--- src/rtl/ui_device_responder_pkg.sv ---
`default_nettype none
// ============================================================================
// Module      : ui_device_responder_pkg
// Description : Shared types and helpers for the UI device responder:
//               uiDevice select encodings (common with IoController) and
//               the hex-digit to 7-segment pattern table.
// Revision    : 1.0 - initial release
// ============================================================================
package ui_device_responder_pkg;

    // Device select codes carried on uiDevice; IoController uses the same values
    typedef enum logic [1:0] {
        UI_DEV_KEY  = 2'd0,
        UI_DEV_SW   = 2'd1,
        UI_DEV_HEX  = 2'd2,
        UI_DEV_LEDR = 2'd3
    } uiDev_e;

    localparam int c_SEG_BITS = 7;

    // Active-low segment pattern, bit order {g,f,e,d,c,b,a}
    function automatic logic [c_SEG_BITS-1:0] sevenSegEncode(input logic [3:0] nibble);
        logic [c_SEG_BITS-1:0] seg;
        case (nibble)
            4'h0:    seg = 7'b1000000;
            4'h1:    seg = 7'b1111001;
            4'h2:    seg = 7'b0100100;
            4'h3:    seg = 7'b0110000;
            4'h4:    seg = 7'b0011001;
            4'h5:    seg = 7'b0010010;
            4'h6:    seg = 7'b0000010;
            4'h7:    seg = 7'b1111000;
            4'h8:    seg = 7'b0000000;
            4'h9:    seg = 7'b0010000;
            4'hA:    seg = 7'b0001000;
            4'hB:    seg = 7'b0000011;
            4'hC:    seg = 7'b1000110;
            4'hD:    seg = 7'b0100001;
            4'hE:    seg = 7'b0000110;
            default: seg = 7'b0001110;
        endcase
        return seg;
    endfunction

endpackage
`default_nettype wire

--- src/rtl/ui_device_responder_if.sv ---
`default_nettype none
// ============================================================================
// Module      : ui_device_responder_if
// Description : UI load/store bus between IoController (master) and the
//               device-side responder (slave).
// Revision    : 1.0 - initial release
// ============================================================================
interface ui_device_responder_if #(
    parameter int DBITS = 32
) ();

    logic [DBITS-1:0] uiOut;
    logic             uiWrtEn;
    logic             uiRdEn;
    logic [1:0]       uiDevice;
    logic [DBITS-1:0] uiIn;

    modport master (
        output uiOut,
        output uiWrtEn,
        output uiRdEn,
        output uiDevice,
        input  uiIn
    );

    modport slave (
        input  uiOut,
        input  uiWrtEn,
        input  uiRdEn,
        input  uiDevice,
        output uiIn
    );

endinterface
`default_nettype wire

--- src/rtl/ui_device_responder_seven_seg_decoder.sv ---
`default_nettype none
// ============================================================================
// Module      : seven_seg_decoder
// Description : One hex digit to an active-low 7-segment pattern, full 0-F.
//               Purely combinational.
// Revision    : 1.0 - initial release
// ============================================================================
module seven_seg_decoder (
    input  logic [3:0] i_nibble,
    output logic [6:0] o_seg
);
    import ui_device_responder_pkg::*;

    // Table lookup shared through the package so every digit decodes identically
    always_comb begin
        o_seg = sevenSegEncode(i_nibble);
    end

endmodule
`default_nettype wire

--- src/rtl/ui_device_responder.sv ---
`default_nettype none
// ============================================================================
// Module      : ui_device_responder
// Description : Device-side responder for the IoController UI path. Stores
//               drive HEX/LEDR; loads return debounced KEY/SW state. KEY
//               presses latch as sticky events cleared by a KEY read.
// Revision    : 1.0 - initial release
// ============================================================================
module ui_device_responder #(
    parameter int DBITS           = 32,
    parameter int KEY_BITS        = 4,
    parameter int SW_BITS         = 10,
    parameter int LEDR_BITS       = 10,
    parameter int HEX_DIGITS      = 4,
    parameter int DEBOUNCE_CYCLES = 250000
) (
    input  logic                    clk,
    input  logic                    reset_n,
    ui_device_responder_if.slave    ui,
    input  logic [KEY_BITS-1:0]     KEY,
    input  logic [SW_BITS-1:0]      SW,
    output logic [7*HEX_DIGITS-1:0] HEX,
    output logic [LEDR_BITS-1:0]    LEDR
);
    import ui_device_responder_pkg::*;

    localparam int c_NBITS   = KEY_BITS + SW_BITS;
    localparam int c_HEXBITS = 4 * HEX_DIGITS;
    // One extra bit of headroom; the counter clears at the threshold so it never wraps
    localparam int c_CNT_W   = $clog2(DEBOUNCE_CYCLES) + 1;
    localparam logic [c_CNT_W-1:0] c_CNT_MAX = c_CNT_W'(DEBOUNCE_CYCLES - 1);

    logic [KEY_BITS-1:0]   r_keyMeta;
    logic [KEY_BITS-1:0]   r_keySync;
    logic [SW_BITS-1:0]    r_swMeta;
    logic [SW_BITS-1:0]    r_swSync;
    logic [c_NBITS-1:0]    w_rawSync;
    logic [c_NBITS-1:0]    w_db;
    logic [KEY_BITS-1:0]   w_keyPress;
    logic [KEY_BITS-1:0]   w_keyLevel;
    logic [SW_BITS-1:0]    w_swLevel;
    logic [KEY_BITS-1:0]   r_keyEvents;
    logic                  w_keyRdClr;
    logic [c_HEXBITS-1:0]  r_hexReg;
    logic [LEDR_BITS-1:0]  r_ledr;
    logic [DBITS-1:0]      w_uiIn;

    // Two-flop synchronizers; KEY idles high (released) so its flops reset to 1
    always_ff @(posedge clk or negedge reset_n) begin
        if (!reset_n) begin
            r_keyMeta <= '1;
            r_keySync <= '1;
            r_swMeta  <= '0;
            r_swSync  <= '0;
        end else begin
            r_keyMeta <= KEY;
            r_keySync <= r_keyMeta;
            r_swMeta  <= SW;
            r_swSync  <= r_swMeta;
        end
    end

    // Internal polarity is 1 = active for both inputs, so KEY is inverted here
    assign w_rawSync = {r_swSync, ~r_keySync};

    generate
        for (genvar i = 0; i < c_NBITS; i++) begin : g_debounce
            logic [c_CNT_W-1:0] r_cnt;
            logic               r_dbBit;
            logic               w_take;

            assign w_take = (w_rawSync[i] != r_dbBit) && (r_cnt == c_CNT_MAX);
            assign w_db[i] = r_dbBit;

            // Count consecutive differing cycles; adopt the new value at the threshold
            always_ff @(posedge clk or negedge reset_n) begin
                if (!reset_n) begin
                    r_cnt   <= '0;
                    r_dbBit <= 1'b0;
                end else if (w_rawSync[i] == r_dbBit) begin
                    r_cnt   <= '0;
                end else if (w_take) begin
                    r_dbBit <= w_rawSync[i];
                    r_cnt   <= '0;
                end else begin
                    r_cnt   <= r_cnt + 1'b1;
                end
            end

            // Press edge fires on the same edge the debounced level rises
            if (i < KEY_BITS) begin : g_keyEdge
                assign w_keyPress[i] = w_take & w_rawSync[i];
            end
        end
    endgenerate

    assign w_keyLevel = w_db[KEY_BITS-1:0];
    assign w_swLevel  = w_db[c_NBITS-1:KEY_BITS];
    assign w_keyRdClr = ui.uiRdEn && (uiDev_e'(ui.uiDevice) == UI_DEV_KEY);

    // Sticky press events; a new press in the clearing cycle survives the clear
    always_ff @(posedge clk or negedge reset_n) begin
        if (!reset_n) begin
            r_keyEvents <= '0;
        end else begin
            r_keyEvents <= (w_keyRdClr ? '0 : r_keyEvents) | w_keyPress;
        end
    end

    // Store path: only HEX and LEDR hold writable state
    always_ff @(posedge clk or negedge reset_n) begin
        if (!reset_n) begin
            r_hexReg <= '0;
            r_ledr   <= '0;
        end else if (ui.uiWrtEn) begin
            case (uiDev_e'(ui.uiDevice))
                UI_DEV_HEX:  r_hexReg <= ui.uiOut[c_HEXBITS-1:0];
                UI_DEV_LEDR: r_ledr   <= ui.uiOut[LEDR_BITS-1:0];
                default:     ;
            endcase
        end
    end

    // Load path: zero-extended view of the selected device's registered state
    always_comb begin
        w_uiIn = '0;
        case (uiDev_e'(ui.uiDevice))
            UI_DEV_KEY:  w_uiIn[2*KEY_BITS-1:0] = {r_keyEvents, w_keyLevel};
            UI_DEV_SW:   w_uiIn[SW_BITS-1:0]    = w_swLevel;
            UI_DEV_HEX:  w_uiIn[c_HEXBITS-1:0]  = r_hexReg;
            default:     w_uiIn[LEDR_BITS-1:0]  = r_ledr;
        endcase
    end

    assign ui.uiIn = w_uiIn;
    assign LEDR    = r_ledr;

    generate
        for (genvar d = 0; d < HEX_DIGITS; d++) begin : g_hexDigit
            seven_seg_decoder u_dec (
                .i_nibble (r_hexReg[4*d +: 4]),
                .o_seg    (HEX[7*d +: 7])
            );
        end
    endgenerate

endmodule
`default_nettype wire
--- src/flat_wrapper.sv ---
// flat-port wrapper written by rule: the top's interface ports become plain ports
module ui_device_responder_flat import ui_device_responder_pkg::*;
#(
    parameter int DBITS           = 32,
    parameter int KEY_BITS        = 4,
    parameter int SW_BITS         = 10,
    parameter int LEDR_BITS       = 10,
    parameter int HEX_DIGITS      = 4,
    parameter int DEBOUNCE_CYCLES = 250000
)
  (clk, reset_n, KEY, SW, HEX, LEDR, ui_uiOut, ui_uiWrtEn, ui_uiRdEn, ui_uiDevice, ui_uiIn);
  ui_device_responder_if #(.DBITS(DBITS)) ui_i ();
  input  logic clk;
  input  logic reset_n;
  input  logic [KEY_BITS-1:0] KEY;
  input  logic [SW_BITS-1:0] SW;
  output logic [7*HEX_DIGITS-1:0] HEX;
  output logic [LEDR_BITS-1:0] LEDR;
  input wire logic [$bits(ui_i.uiOut)-1:0] ui_uiOut;
  input wire logic [$bits(ui_i.uiWrtEn)-1:0] ui_uiWrtEn;
  input wire logic [$bits(ui_i.uiRdEn)-1:0] ui_uiRdEn;
  input wire logic [$bits(ui_i.uiDevice)-1:0] ui_uiDevice;
  output wire logic [$bits(ui_i.uiIn)-1:0] ui_uiIn;
  assign ui_i.uiOut = ui_uiOut;
  assign ui_i.uiWrtEn = ui_uiWrtEn;
  assign ui_i.uiRdEn = ui_uiRdEn;
  assign ui_i.uiDevice = ui_uiDevice;
  assign ui_uiIn = ui_i.uiIn;
  ui_device_responder #(.DBITS(DBITS), .KEY_BITS(KEY_BITS), .SW_BITS(SW_BITS), .LEDR_BITS(LEDR_BITS), .HEX_DIGITS(HEX_DIGITS), .DEBOUNCE_CYCLES(DEBOUNCE_CYCLES)) u_core (.clk(clk), .reset_n(reset_n), .ui(ui_i), .KEY(KEY), .SW(SW), .HEX(HEX), .LEDR(LEDR));
endmodule
--- config.mk ---
export PLATFORM = sky130hd
export DESIGN_NAME = ui_device_responder_flat
export DESIGN_NICKNAME = d
export VERILOG_FILES = /design/src/rtl/ui_device_responder_pkg.sv /design/src/rtl/ui_device_responder_if.sv /design/src/rtl/ui_device_responder_seven_seg_decoder.sv /design/src/rtl/ui_device_responder.sv /design/src/flat_wrapper.sv
export SDC_FILE = /design/constraint.sdc
export NUM_CORES = 1
export LEC_CHECK = 0
export ABC_AREA = 1
export BUFFER_PORTS_ARGS = -buffer_cell sky130_fd_sc_hd__buf_2
export CAP_MARGIN = 40
export CELL_PAD_IN_SITES_DETAIL_PLACEMENT = 0
export CELL_PAD_IN_SITES_GLOBAL_PLACEMENT = 1
export CORE_MARGIN = 8
export CORE_UTILIZATION = 45
export DETAILED_ROUTE_END_ITERATION = 6
export PLACE_DENSITY_LB_ADDON = 0.1
export SYNTH_ARGS = -nofsm -noshare
export SYNTH_HDL_FRONTEND = slang
export SYNTH_HIERARCHICAL = 1
export SYNTH_SLANG_ARGS = --single-unit
export TNS_END_PERCENT = 1
--- constraint.sdc ---
create_clock -name clk -period 2 [get_ports clk]
set_clock_uncertainty 0.05 [all_clocks]
set_input_delay 0.3 -clock clk [delete_from_list [all_inputs] [get_ports clk]]
set_output_delay 0.3 -clock clk [all_outputs]
set_load 0.01 [all_outputs]
# Word-level counts from Yosys, hierarchy flattened
# Memory sizes are Yosys's and may differ from the RTL's.
# Index checks and enable logic that the tools add are counted.
# totals
out_inout_bits	70
input_bits	52
memories	4
mem_bits_ro	448
reg_bits	338
# mem_list
memory	words	width	read_ports	rd_ports_with_merged_regs	write_ports	line_no	source
(no name shown)	16	7	1	0	0	ui_device_responder_pkg.sv:24	case (nibble)
(no name shown)	16	7	1	0	0	ui_device_responder_pkg.sv:24	
(no name shown)	16	7	1	0	0	ui_device_responder_pkg.sv:24	
(no name shown)	16	7	1	0	0	ui_device_responder_pkg.sv:24	
# classes
n_eq_ne	45
bitwise	20
addsub	14
reduce_logical	32
muxes	32
# op_table
op	count
two-way mux 19 bit	28
adder 19 x 1 -> 19 bit, second input constant	14
equality test 19 x 18 -> 1 bit, second input constant	14
AND reduction 2 bit	16
case mux 8 bit (3 select lines)	1
logical AND 1 bit	15
equality test 1 bit	14
inequality test 1 bit	14
inverter 1 bit	14
two-way mux 6 bit	1
case mux 2 bit (3 select lines)	1
bitwise AND 1 bit	4
equality test 2 bit, second input constant	2
two-way mux 4 bit	1
inverter 4 bit	1
bitwise OR 4 bit	1
equality test 2 x 1 -> 1 bit, second input constant	1
zero test 2 bit	1

# Logic depth before layout (Yosys ltp)
# Gate-level depths: netlist (run 1).
# depth
word_depth	5
mapped_depth	9

# Cells and area by module
# The synthesis (run 1) kept the hierarchy.
# by_module_without_submodules
mod	area_per_inst_um2	seq_area_each_um2	instances	cells_per_inst
ui_device_responder	17872.1	8468.1	1	2395
seven_seg_decoder	274.0	0.0	4	49

# Least setup slack after synthesis (run 1)
# No wires, ideal clock.
# synth_timing
kind	reg-to-output
start	register u_core.r_hexReg[4]
end	output HEX[10]
slack_ns	0.586
path_stages_with_launch	6
path_buffers	0
arrival_ns	1.064
required_time_ns	1.650
path_cell_list	dfrtp_1 inv_1 ha_1 nand2_1 nand3_1 nand2_1
# synth_between
elab_chain_len	1
# synth_rtl
item	line_no	source
from (decl)	ui_device_responder.sv:44	logic [c_HEXBITS-1:0] r_hexReg;
from (signal assigned)	ui_device_responder.sv:117	UI_DEV_HEX: r_hexReg <= ui.uiOut[c_HEXBITS-1:0];
memory read (16 x 7 bit)	n/a	
to (decl)	flat_wrapper.sv:17	output logic [7*HEX_DIGITS-1:0] HEX;
# No other way between the ends.

# Worst setup path after layout (run 1)
# layout_timing
start	register u_core.r_hexReg[1]
end	output HEX[3]
# The elaborated chain is that of the path after synthesis.

==> impl_metrics.json, run 1 <==
{
  "cpLargestDelayFamily": "flip-flops",
  "crit_type": "reg2out",
  "cp.required_ps": 1650,
  "routedWlPerCell_um": 13.31,
  "finalCriticalPeriod_ps": 2042,
  "crit_chain": "inv_4 -> ha_4 -> inv_2 -> nand2_1 -> nand3_1 -> nand2_1 -> buf_2",
  "finalSetupTns_ps": -333.0,
  "ff2ff_path_depth": 6,
  "outcome": "complete, but fails checks",
  "start_kind": "register",
  "slowest_delay_ps": 460,
  "drv_slew": 0,
  "violations": "negative setup slack",
  "fmax_ghz": 0.4897,
  "drt_pass1_iterations": 5,
  "netlist_area_sq_um": 18970,
  "cts_tree": "done",
  "period_share": 1.021,
  "rsz0062_at_grt": "true",
  "final_nets": 2877,
  "cp_max_fo": 6,
  "end_kind": "output pin",
  "place_congestion": 0.8620,
  "track_usage": 0.1840,
  "core_sq_um": 41760,
  "cp_slowest_cell": "dfrtp_2",
  "drt-initial-drc-count": 870,
  "drive_above_1_share": 0.1283,
  "syn_inst": 2591,
  "overflow": 0,
  "hp-class": "in2async",
  "cp_num_buf_inv": 3,
  "timing.final.hold_violations": 0,
  "synth_warnings": 6,
  "grt_pass1_wl_um": 76940,
  "grt_max_degree": 74,
  "path_common_cell": "nand2_1",
  "synthTopCellsByArea": "dfrtp_1 (44%), nand2_1 (13%), nor2_1 (13%)",
  "diodes": 0,
  "setup_viol": 17,
  "cts-root-buf": "clkbuf_16",
  "r2r-start": "u_core/r_keySync[1]",
  "routed_wl_um": 44610,
  "r2r_slack_ps": 290,
  "initial_core_util": 0.4542,
  "clock_sinks": 338,
  "clkTransAtPathRegs_ps": 60,
  "holdWs_ps": 133.0,
  "port_buffers": 89,
  "ios": 122,
  "drc_errors": 0,
  "synthFlopType": "dfrtp_1",
  "relSlewSlack": 0.6209,
  "hpwl_um": 32870,
  "dp.cells": 3231,
  "row_count": 75,
  "vias": 16070,
  "ys_types": 33,
  "ys_ff_latch": 338,
  "cp.arrival_ps": 1690,
  "fin_ws_ps": -42.12,
  "fillers": 4069,
  "die_height_um": 221.3,
  "die_w_um": 221.3,
  "worstMarginPinSlew_ps": 568.7,
  "vias_per_cell": 4.794,
  "netlist.area_leader.share": 0.4354,
  "htreeDepth": 2,
  "maxCapViolCount": 0,
  "p_leak_nw": 10.06,
  "synthArstFlopShare": 1.000,
  "syn2layout_area_growth_pct": 17.50,
  "power_density_nw_per_um2": 735.5,
  "grt_pass1_vias": 16110,
  "yosys.area.top_type": "dfrtp_1",
  "synth_edf_count": 0,
  "worstReg2RegEnd": "u_core/g_debounce[1].r_cnt[17]",
  "antenna_found_initial": 0,
  "die_area_sq_um": 48980,
  "fin_cells": 3352,
  "seq_area_frac_synth": 0.4464,
  "drtAntennaViolNets": 0,
  "vdd_drop_max_v": 0.0005656,
  "clockBufferDepth": 3,
  "insertion_delay_ps": 570,
  "avgSynthCellArea_sq_um": 7.321,
  "cts_made_buffers": 41
}
-- kinds of logic (layout without fill, tap and decap cells) --
group	after synthesis	in the layout	synth area share
other	1	16	0.0001977
AOI/OAI and AO/OA	112	112	0.03252
and+or+nand+nor	1619	1619	0.3578
adders and majority gates	42	42	0.02770
DFF	338	338	0.4464
buffers and inverters	348	555	0.07487
xor gates and xnor gates	131	131	0.06049
-- layout by cell type (no fill, tap or decap), types with 15 or more instances in the layout --
| cell | n |
|---|---|
| nand2_2 | 33 |
| dlygate4sd3_1 | 31 |
| nor2_1 | 632 |
| nand3_2 | 25 |
| o21ai_1 | 15 |
| ha_1 | 25 |
| conb_1 | 16 |
| inv_1 | 285 |
| a21oi_1 | 19 |
| xnor2_1 | 52 |
| buf_4 | 43 |
| nand3_1 | 191 |
| dfrtp_1 | 316 |
| nand4_1 | 17 |
| nor2_2 | 20 |
| nand2_1 | 647 |
| nor3_1 | 18 |
| xor2_1 | 79 |
| buf_2 | 87 |
| clkbuf_16 | 41 |
| o21ai_0 | 61 |
-- layout make-up --
cell class	instances	area (sq um)	area share
clock inverters	17	186.4	0.008365
repair buffers	179	1345	0.06035
flip-flops and latches	338	8486	0.3807
inverters	303	1155	0.05182
clock buffers	56	1112	0.04991
multi-input cells	1920	9329	0.4186
well taps	539	674.4	0.03026
-- sequential cells by signal, summed over array words and instances (netlist names) --
register,flops
u_core/r_keyMeta,4
u_core/r_swSync,10
u_core/g_debounce.r_cnt,266
u_core/r_hexReg,16
u_core/r_keySync,4
u_core/g_debounce.r_dbBit,14
u_core/LEDR,10
u_core/r_keyEvents,4
u_core/r_swMeta,10
-- worst max path at each step --
| stage | from | cells past startpoint | slack [ps] | endpoint |
|---|---|---|---|---|
| 6_report | u_core/r_hexReg[1] | 7 | -40 | HEX[3] |
| 5_1_grt | u_core/r_hexReg[1] | 7 | -140 | HEX[3] |
| 4_1_cts | u_core/r_hexReg[12] | 7 | -60 | HEX[21] |
| 3_5_place_dp | ui_uiDevice[1] | 8 | 280 | u_core/r_hexReg[7] |
| 3_3_place_gp | u_core/r_hexReg[5] | 6 | 290 | HEX[10] |
| 2_1_floorplan | u_core/r_hexReg[4] | 5 | 590 | HEX[10] |
-- metal layers --
metal / share of wire / up-vias / routed length, um / track usage
li1: - / 8352 / - / -
met1: 0.49 / 7451 / 21900 / 0.2480
met2: 0.46 / 204 / 20310 / 0.3044
met3: 0.033 / 62 / 1492 / 0.02711
met4: 0.020 / 0 / 908 / 0.05446
met5: 0 / - / 0 / 0
-- cells in the mapped netlist, types with 2 or more instances --
library cell and number:
nand3b_1 6, inv_2 5, nand3_1 198, ha_1 42
nor3b_1 13, nand4_1 17, nor2_2 20, nand2_1 657
nand2_2 23, xnor2_1 52, nor3_1 18, dfrtp_1 330
buf_6 4, a21oi_1 19, o211ai_1 2, nand3_2 18
o2111ai_1 8, o21ai_2 4, nor3_2 2, xor2_1 79
o21ai_0 65, clkbuf_1 6, buf_2 19, o21ai_1 11
or2_1 4, buf_4 16, inv_1 298, dfstp_2 8
o21bai_1 2, nor2_1 632, nor2_4 11
-- power by group --
part           internal, mW  switching [mW]
registers              7.04           0.268
logic                 0.736            1.09
clock network          4.30            2.96
-- stage by stage --
| stage | total power, mW | utilization | cell area, sq um | setup WS, ps |
|---|---|---|---|---|
| 2_1_floorplan | 8.255 | - | 19020 | 585.9 |
| 3_3_place_gp | 8.938 | 0.4858 | 20290 | 287.4 |
| 3_5_place_dp | 8.960 | 0.4858 | 20290 | 276.3 |
| 4_1_cts | 16.64 | 0.5327 | 22240 | -61.33 |
| 5_1_grt | 17.16 | 0.5337 | 22290 | -144.4 |
| 6_report | 16.39 | 0.5337 | 22290 | -42.12 |
-- what timing repair did --
item / in CTS / in global routing
pin swaps: 13 / 6
resized for setup: 72 / 14
endpoints found under the setup margin: 30 / 29
hold buffers: 31 / 0
hold endpoints to repair: 347 / 0
buffers inserted: 17 / 0
Power figures use the tool's default switching activity.
==> run 2: changes to the inputs <==
--- a/config.mk
+++ b/config.mk
@@ -5,13 +5,13 @@
 export SDC_FILE = /design/constraint.sdc
 export NUM_CORES = 1
 export LEC_CHECK = 0
-export ABC_AREA = 1
+export ABC_AREA = 0
 export BUFFER_PORTS_ARGS = -buffer_cell sky130_fd_sc_hd__buf_2
 export CAP_MARGIN = 40
 export CELL_PAD_IN_SITES_DETAIL_PLACEMENT = 0
 export CELL_PAD_IN_SITES_GLOBAL_PLACEMENT = 1
 export CORE_MARGIN = 8
-export CORE_UTILIZATION = 45
+export CORE_UTILIZATION = 48
 export DETAILED_ROUTE_END_ITERATION = 6
 export PLACE_DENSITY_LB_ADDON = 0.1
 export SYNTH_ARGS = -nofsm -noshare
==> run 2 against run 1 <==
Net effect:
- global-route usage shrank 0.52 points
- fmax down 13%
- flip-flop and latch count is the same
- clock power rose by 4.7%
- clock-buffer cell count increased by 3
- synthesized cell count shrank 35%
- wire length is 17% lower
- non-clock buffer count grew 106
- final cell count shrank 27%
- the run still ends with negative setup slack left
==> impl_metrics.json, run 2 <==
{
  "fin_ws_ps": -353.9,
  "power_frac_clock": 0.446,
  "netlist_area_sq_um": 17150,
  "initial_core_util": 0.4844,
  "outcome": "complete, but fails checks",
  "p_sw_mw": 4.042,
  "die_height_um": 205.0,
  "seq_area_frac_synth": 0.4938,
  "hpwl_um": 26430,
  "synth_warnings": 6,
  "crit_type": "reg2out",
  "setup_viol": 44,
  "track_usage": 0.1788,
  "drv_slew": 0,
  "power_frac_comb": 0.125,
  "die_w_um": 205.0,
  "vdd_drop_max_v": 0.0008212,
  "ios": 122,
  "avgSynthCellArea_sq_um": 10.22,
  "critPathLaunch": "u_core/r_hexReg[13]",
  "wl_met1_um": 17860,
  "final_nets": 2060,
  "vias": 12970,
  "regArea_sq_um": 8483,
  "rsz0062_at_grt": "true",
  "drtAntennaViolNets": 0,
  "fin_util": 0.6002,
  "power_density_nw_per_um2": 802.3,
  "synthTopCellsByArea": "dfrtp_1 (48%), xnor2_1 (8.0%), nor2_1 (6.5%)",
  "clkTransAtPathRegs_ps": 60,
  "synth.most_common_cell": "dfrtp_1",
  "dr_wl_met2_um": 17120,
  "reg_top3": "u_core/g_debounce.r_cnt (266), u_core/r_hexReg (16), u_core/g_debounce.r_dbBit (14)",
  "top_register": "u_core/g_debounce.r_cnt",
  "multiInputGateArea_sq_um": 8352,
  "htreeDepth": 2,
  "grt_pass1_vias": 12950,
  "synthFlopType": "dfrtp_1",
  "fmax_ghz": 0.4248,
  "vias_per_cell": 5.287,
  "start_kind": "register",
  "clock_sinks": 338,
  "violations": "negative setup slack",
  "seqPwrFrac": 0.429,
  "clockBufferDepth": 3,
  "drc_errors": 0,
  "overflow": 0,
  "fillers": 3016,
  "cts_made_buffers": 39,
  "hold_start": "ui_uiRdEn",
  "finalSetupTns_ps": -5195,
  "drt-initial-drc-count": 585,
  "diodes": 0,
  "intPower_mw": 13.00,
  "routedWlPerCell_um": 15.06,
  "ys_types": 52,
  "grt_pass1_wl_um": 63380,
  "grt_max_degree": 60,
  "cp.arrival_ps": 2000,
  "synth_common_cells": "dfrtp_1 (330), nor2_1 (295), xnor2_1 (156)",
  "syn2layout_area_growth_pct": 23.90,
  "cts_tree": "done",
  "die_area_sq_um": 42030,
  "cp.required_ps": 1650,
  "r2r-start": "u_core/g_debounce[13].r_cnt[9]",
  "cts-root-buf": "clkbuf_16",
  "holdWs_ps": 228.2,
  "synth_edf_count": 0,
  "mostFrequentLayoutCells": "dfrtp_1 (318), nor2_1 (294), xnor2_1 (156), buf_4 (149), nand4_1 (89)",
  "cp_max_fo": 4,
  "finalCriticalPeriod_ps": 2354,
  "row_count": 69,
  "hp-class": "in2reg",
  "p_leak_nw": 8.907,
  "timing.final.hold_violations": 0,
  "core_sq_um": 35400,
  "netlist.area_leader.share": 0.4816,
  "maxCapViolCount": 0,
  "antenna_found_initial": 2,
  "place_congestion": 0.8136,
  "final_common_cell": "dfrtp_1",
  "drt_pass1_iterations": 4,
  "wl_met3_um": 1348,
  "end_kind": "output pin",
  "top_layer_used": "met5",
  "yosys.area.top_type": "dfrtp_1",
  "insertion_delay_ps": 530,
  "largest_reg_flops": 266,
  "routed_wl_um": 36950,
  "period_share": 1.177,
  "drive_above_1_share": 0.2288,
  "synthArstFlopShare": 1.000,
  "ys_ff_latch": 338,
  "port_buffers": 89,
  "power.share.switching": 0.2371,
  "syn_inst": 1678
}
-- run 2: cell count changes after synthesis, sizes merged, moves of 42 or more --
cell,before,now
xnor2,52,156
nand4,17,92
nor4,0,66
nand3,216,83
inv,303,62
mux2,0,42
nor2,663,295
nand2,680,60
-- run 2: per-layer routing --
layer,global-route usage,vias up
met5,0,-
met4,0.04978,2
met3,0.02799,45
met2,0.2863,152
met1,0.2495,6316
li1,-,6459
-- run 2: layout make-up --
| class | count | area share |
|---|---|---|
| Clock buffer | 59 | 0.05665 |
| Sequential cell | 338 | 0.3993 |
| Multi-Input combinational cell | 1240 | 0.3931 |
| Clock inverter | 9 | 0.009187 |
| Inverter | 62 | 0.01095 |
| Timing Repair Buffer | 285 | 0.1037 |
| Tap cell | 461 | 0.02715 |
-- run 2: worst max-delay path, cell delays in order, from the launching register on --
cell and delay [ps]:
dfrtp_1 350, inv_2 60, buf_6 120, ha_4 250, inv_2 30, mux4_2 510, buf_6 150
-- run 2: final timing paths --
path	to	slack [ps]	cells after the start
worst min register to register	u_core/r_swSync[1]	300	0
max in group asynchronous	u_core/r_keySync[1]	960	3
worst max register to register	u_core/g_debounce[13].r_dbBit	-50	4
worst max-delay path	HEX[24]	-350	6
worst min-delay path	u_core/r_keyEvents[1]	230	3
min in group asynchronous	u_core/g_debounce[3].r_cnt[6]	240	2
-- run 2: timing repair --
action / 4_1_cts / 5_1_grt
hold buffers: 31 / 0
hold endpoints to repair: 84 / 0
pin swaps: 13 / 6
setup buffers: 6 / 1
setup endpoints to repair: 75 / 78
resized for setup: 49 / 35
-- run 2: power groups by stage --
stage | clock network (mW) | logic, mW | registers [mW]
after CTS | 7.85 | 2.11 | 7.29
after floorplan | 0 | 1.11 | 7.35
final | 7.60 | 2.13 | 7.31
after global routing | 8.14 | 2.36 | 7.34
after global placement | 0 | 1.89 | 7.38
after detailed placement | 0 | 1.91 | 7.40
-- run 2: cells by family (layout without fill, tap and decap cells) --
kind of cell	count (synthesis)	in the layout	share of synthesized area
XOR/XNOR	216	216	0.1103
AO/OA/AOI/OAI	114	114	0.04553
multiplexers	74	74	0.05589
flip-flops	338	338	0.4938
other	1	16	0.0002187
AND/OR/NAND/NOR	778	778	0.2315
adder cells (fa/ha/maj)	42	42	0.03065
buffers and inverters	115	415	0.03203
-- run 2: stage by stage --
| stage | worst slack, ps | instance area, sq um | std cells | total power [mW] |
|---|---|---|---|---|
| global placement | -76.83 | 19230 | 2348 | 9.274 |
| global route | -418.0 | 21250 | 2454 | 17.83 |
| finish | -353.9 | 21250 | 2454 | 17.05 |
| floorplan | -48.17 | 17200 | 1693 | 8.461 |
| CTS | -393.4 | 21120 | 2453 | 17.25 |
| detailed placement | -84.68 | 19230 | 2348 | 9.311 |
